### src/rtl/id_reg_file_sb.sv
// id_reg_file_sb: decode-stage register file with write-back bypass and a
// per-register pending-write scoreboard that drives the decode stall.
module id_reg_file_sb #(
    parameter int XLEN     = 32,
    parameter int NUM_REGS = 32,
    parameter int ADDR_W   = 5,
    parameter int CNT_W    = 2
) (
    input  logic              clk,
    input  logic              rst,
    input  logic [ADDR_W-1:0] rs1_addr,
    input  logic [ADDR_W-1:0] rs2_addr,
    input  logic              rs1_used,
    input  logic              rs2_used,
    output logic [XLEN-1:0]   rs1_data,
    output logic [XLEN-1:0]   rs2_data,
    input  logic [XLEN-1:0]   write_data_wb_id,
    input  logic [ADDR_W-1:0] write_reg_wb_id,
    input  logic              ctrl_write_reg_wb_id,
    input  logic              issue_valid,
    input  logic              issue_we,
    input  logic [ADDR_W-1:0] issue_rd,
    output logic              stall_id,
    output logic              sb_error
);

    logic [XLEN-1:0]  regs [NUM_REGS];
    logic [CNT_W-1:0] cnt  [NUM_REGS];
    logic inc, dec, same, haz1, haz2, ovf, unf;

    // A stalled instruction never leaves ID, so its issue request is dropped.
    assign inc  = issue_valid && !stall_id && issue_we && issue_rd != '0;
    assign dec  = ctrl_write_reg_wb_id && write_reg_wb_id != '0;
    assign same = inc && dec && issue_rd == write_reg_wb_id;

    assign rs1_data = (rst || rs1_addr == '0) ? '0 :
                      (dec && write_reg_wb_id == rs1_addr) ? write_data_wb_id : regs[rs1_addr];
    assign rs2_data = (rst || rs2_addr == '0) ? '0 :
                      (dec && write_reg_wb_id == rs2_addr) ? write_data_wb_id : regs[rs2_addr];

    // A single outstanding producer that is writing back this cycle is covered by the bypass.
    assign haz1 = rs1_used && rs1_addr != '0 && (cnt[rs1_addr] >= CNT_W'(2) ||
                  (cnt[rs1_addr] == CNT_W'(1) && !(dec && write_reg_wb_id == rs1_addr)));
    assign haz2 = rs2_used && rs2_addr != '0 && (cnt[rs2_addr] >= CNT_W'(2) ||
                  (cnt[rs2_addr] == CNT_W'(1) && !(dec && write_reg_wb_id == rs2_addr)));
    assign stall_id = haz1 | haz2;

    assign ovf = inc && !same && cnt[issue_rd] == '1;
    assign unf = dec && !same && cnt[write_reg_wb_id] == '0;

    always_ff @(posedge clk or posedge rst) begin
        if (rst) begin
            for (int r = 0; r < NUM_REGS; r++) regs[r] <= '0;
        end else if (dec) begin
            regs[write_reg_wb_id] <= write_data_wb_id;
        end
    end

    always_ff @(posedge clk or posedge rst) begin
        if (rst) begin
            for (int r = 0; r < NUM_REGS; r++) cnt[r] <= '0;
        end else begin
            for (int r = 1; r < NUM_REGS; r++) begin
                if (inc && issue_rd == ADDR_W'(r) && !same && cnt[r] != '1)
                    cnt[r] <= cnt[r] + 1'b1;
                else if (dec && write_reg_wb_id == ADDR_W'(r) && !same && cnt[r] != '0)
                    cnt[r] <= cnt[r] - 1'b1;
            end
        end
    end

    always_ff @(posedge clk or posedge rst) begin
        if (rst) sb_error <= 1'b0;
        else if (ovf || unf) sb_error <= 1'b1;
    end

endmodule

### config.mk
export PLATFORM = sky130hd
export DESIGN_NAME = id_reg_file_sb
export DESIGN_NICKNAME = d
export VERILOG_FILES = /design/src/rtl/id_reg_file_sb.sv
export SDC_FILE = /design/constraint.sdc
export NUM_CORES = 2
export LEC_CHECK = 0
export BUFFER_PORTS_ARGS = -buffer_cell sky130_fd_sc_hd__buf_4
export CORE_MARGIN = 10
export CORE_UTILIZATION = 45
export DETAILED_ROUTE_END_ITERATION = 8
export GPL_ROUTABILITY_DRIVEN = 0
export GPL_TIMING_DRIVEN = 0
export PLACE_DENSITY = 0.66
export SLEW_MARGIN = 20
export SYNTH_ARGS = -nofsm -noshare
export SYNTH_HDL_FRONTEND = slang
export SYNTH_SLANG_ARGS = --single-unit
### constraint.sdc
create_clock -name clk -period 67.2 [get_ports clk]
set_clock_uncertainty 0.1 [all_clocks]
set_input_delay 10.08 -clock clk [delete_from_list [all_inputs] [get_ports clk]]
set_output_delay 10.08 -clock clk [all_outputs]
set_load 0.05 [all_outputs]
==> summary.txt <==
Clock tree
  – Post-CTS Setup Inserts: 0
  – Clock Tree Root: clkbuf_16
  – TritonCTS clock tree: built
  – CTS sink cnt: 1,087
  – Hold buffer count at CTS: 0
  – Clk buf depth: 3
  – Num CTS Buffers: 115
  – H-tree depth: 3
  – Clk Latency, worst-skew pair: 0.76 ns
  – Post-CTS sizing: 0
  – CTS clk-pin slew, worst paths: 0.05 ns

Critical path
  – R2R setup slack: 63.11 ns
  – Cells on worst reg2reg path: 9
  – FF-to-FF End: cnt[51]
  – Kind of critical path: input port to output pin
  – CP startpoint kind: input port
  – Worst path slowest cell: a211oi_1
  – Crit path capture type: output pin
  – Worst-path cell chain: buf_4, buf_2, buf_2, buf_2, clkbuf_1, clkbuf_1, mux4_2, mux4_2, mux2i_1, a211oi_1, buf_4
  – Max FO, Critical Path: 10
  – RR Startpoint: cnt[32]
  – Worst Path Required: 57.02 ns
  – Crit path arrival time: 15.54 ns
  – Max stage delay on crit path: 1.00 ns
  – CP dominant cell by count: buf_2

Synth
  – Ys async rst share: 1.00
  – Ranking of synthesized cells by area: dfrtp_1, mux4_2, mux2_2
  – Multiplexer area fraction after synthesis: 0.394
  – Synth area leader: dfrtp_1
  – Syn Area/Cell: 13.1 µm²
  – Post-synth EDFFs: 0
  – Syn_nets: 4,653
  – Yosys top cell area share: 0.453
  – Simple-gate area share of the yosys netlist: 0.0824
  – Yosys warns: 2
  – Synth cell types: 61
  – Combinational family with the most area after synthesis: multiplexers
  – Synth Instances: 4,594
  – Post-Synth Adder-Cell Area: 0
  – Synthesized area: 60,100 µm²
  – Compound-gate portion of the synthesized area: 0.0351
  – Flops & latches, synth: 1,087
  – Primary FF master, synth: dfrtp_1
  – Post-Synth XOR/XNOR Area: 0.00219
  – Sequential fraction of the synthesis area: 0.453

Global route
  – GRT Util Overall: 0.324
  – Initial antenna violation count: 11
  – GR Layer Usage met3: 0.132
  – Grt met1 use: 0.394
  – Maximum number of pins on one net before global-route repair: 103
  – Grt peak-use layer: met2
  – Met2 global-route usage: 0.464
  – Global route overflow: 0
  – First-pass GRT wire length: 342 mm
  – Vias in the first global route: 45,817

Pwr
  – Total power: 2.03 mW
  – Lkg Pwr: 29.6 nW
  – Power density over cell area: 29.8 nW/µm²
  – Max VDD drop: 0.0221 mV

Layout
  – Core Util, Final: 0.510
  – Filler Cell Count: 11,461
  – Leading cell type in the layout, fill and taps excluded: dfrtp_1
  – Fin nets: 4,905
  – Area Growth Syn to Fin: 13.0%
  – Most frequent cells in the layout: dfrtp_1, nand2_1, mux2_2, mux4_2, clkbuf_1
  – Final instance area: 67,900 µm²
  – Layout cells sized above 1: 0.379

Timing
  – # setup viols final: 0
  – Fin. Hold Viols: 0
  – Fmax: 38.9 MHz
  – Min cycle time layout: 25.72 ns
  – Relative slew slack: 0.126
  – Fin Hold WS: 0.382 ns
  – RSZ-0062 raised after global routing: no
  – Period Utilization, post-route: 0.383
  – Max Slew Vio Count: 0
  – Least-Margin Pin Slew: 1.31 ns

Hold path
  – Worst Hold Depth: 1
  – HP Start: regs[1016]
  – WHS Endpoint: regs[1016]
  – Hold crit path type: flip-flop to flip-flop

Route
  – Post-DR wirelength/cell: 36.2 µm
  – Pre-antenna DRT Iters: 8
  – Iter 0 DRT Violations: 7,346
  – DRT antenna net count: 0
  – DR vias: 46,465
  – DRC violations left: 0
  – Final wirelength: 243 mm
  – Via density: 6.91

Placed design
  – Post-detail-place hpwl: 166 mm
  – DP Area: 63,800 µm²
  – Number of port buffers: 114

Die
  – CORE AREA: 133,000 µm²
  – Die area: 149,000 µm²
  – Die height: 385 µm
  – IO Pins: 125
  – Initial core utilization: 0.451
  – Chip width: 385 µm
  – Num rows: 134

Flow run
  – Max_cap viols: 0

Outcome
  – Outcome: finished clean
[layout make-up]
class,instances,area (µm²),area share
Antenna cell,6,15.0,0.000221
Buffer,481,2030,0.0298
Clock buffer,166,3380,0.0498
Clock inverter,52,651,0.00958
Inverter,38,150,0.00221
Multi-Input combinational cell,2988,30900,0.455
Sequential cell,1087,27200,0.401
Tap cell,1768,2210,0.0326
Timing Repair Buffer,135,1370,0.0202
[metrics by stage]
| stage | TNS (ns) | std cells | setup WS, ns |
|---|---|---|---|
| floorplan | 0 | 4594 | 19.59 |
| global placement | -13.87 | 6476 | -2.29 |
| detailed placement | 0 | 6495 | 41.75 |
| CTS | 0 | 6713 | 41.76 |
| global route | 0 | 6717 | 41.51 |
| finish | 0 | 6721 | 41.48 |
[power breakdown]
part           internal [mW]  switching, mW
Combinational          0.242          0.217
Clock                  0.400          0.291
Sequential             0.776          0.101
Total                   1.42          0.609
[worst max-delay path by stage]
stage,start,to,slack [ns]
finish,rs1_addr[1],rs1_data[19],41.48
global route,rs2_addr[1],rs2_data[11],41.51
CTS,rs1_addr[0],rs1_data[10],41.76
detailed placement,rs1_addr[0],rs1_data[10],41.75
global placement,rst,rs2_data[31],-2.29
floorplan,rst,rs2_data[0],19.59
[sequential cells by signal, indices dropped and copies added (netlist names)]
name and count:
cnt 62, sb_error 1, regs 1024
[layer usage]
metal | vias up | share of wire
met5 | - | 0.0011
met4 | 16 | 0.086
met3 | 1060 | 0.14
met2 | 3819 | 0.43
met1 | 23994 | 0.35
li1 | 17576 | -
[cells by family after synthesis]
family / Yosys count
XOR/XNOR: 15
flip-flops: 1087
multiplexers: 1458
AO/OA/AOI/OAI: 297
AND/OR/NAND/NOR: 1218
buffers and inverters: 519
[cells in the mapped netlist (6+ instances only)]
| library cell | count |
|---|---|
| mux2i_1 | 96 |
| buf_2 | 44 |
| nand2_1 | 921 |
| nor2b_1 | 26 |
| and2_1 | 6 |
| o211ai_1 | 9 |
| nor4_1 | 9 |
| o22a_1 | 7 |
| nor2_1 | 140 |
| dfrtp_1 | 1087 |
| a22o_1 | 17 |
| or2_2 | 6 |
| a211oi_1 | 93 |
| or4_1 | 6 |
| a21oi_1 | 55 |
| mux4_2 | 655 |
| inv_1 | 36 |
| a32oi_1 | 6 |
| o21ai_0 | 41 |
| clkbuf_1 | 394 |
| nand4_1 | 9 |
| buf_1 | 39 |
| xnor2_1 | 11 |
| mux2_2 | 707 |
| a311oi_1 | 26 |
| nand3_1 | 25 |
| nor3_1 | 33 |
| nor3b_1 | 6 |
[worst max-delay path, delay by kind of cell]
family	cells	cell delay, ns
muxes	3	0.82
buffers and inverters	7	3.60
AOI/OAI and AO/OA	1	1.00
(Power assumes the default switching activity.)
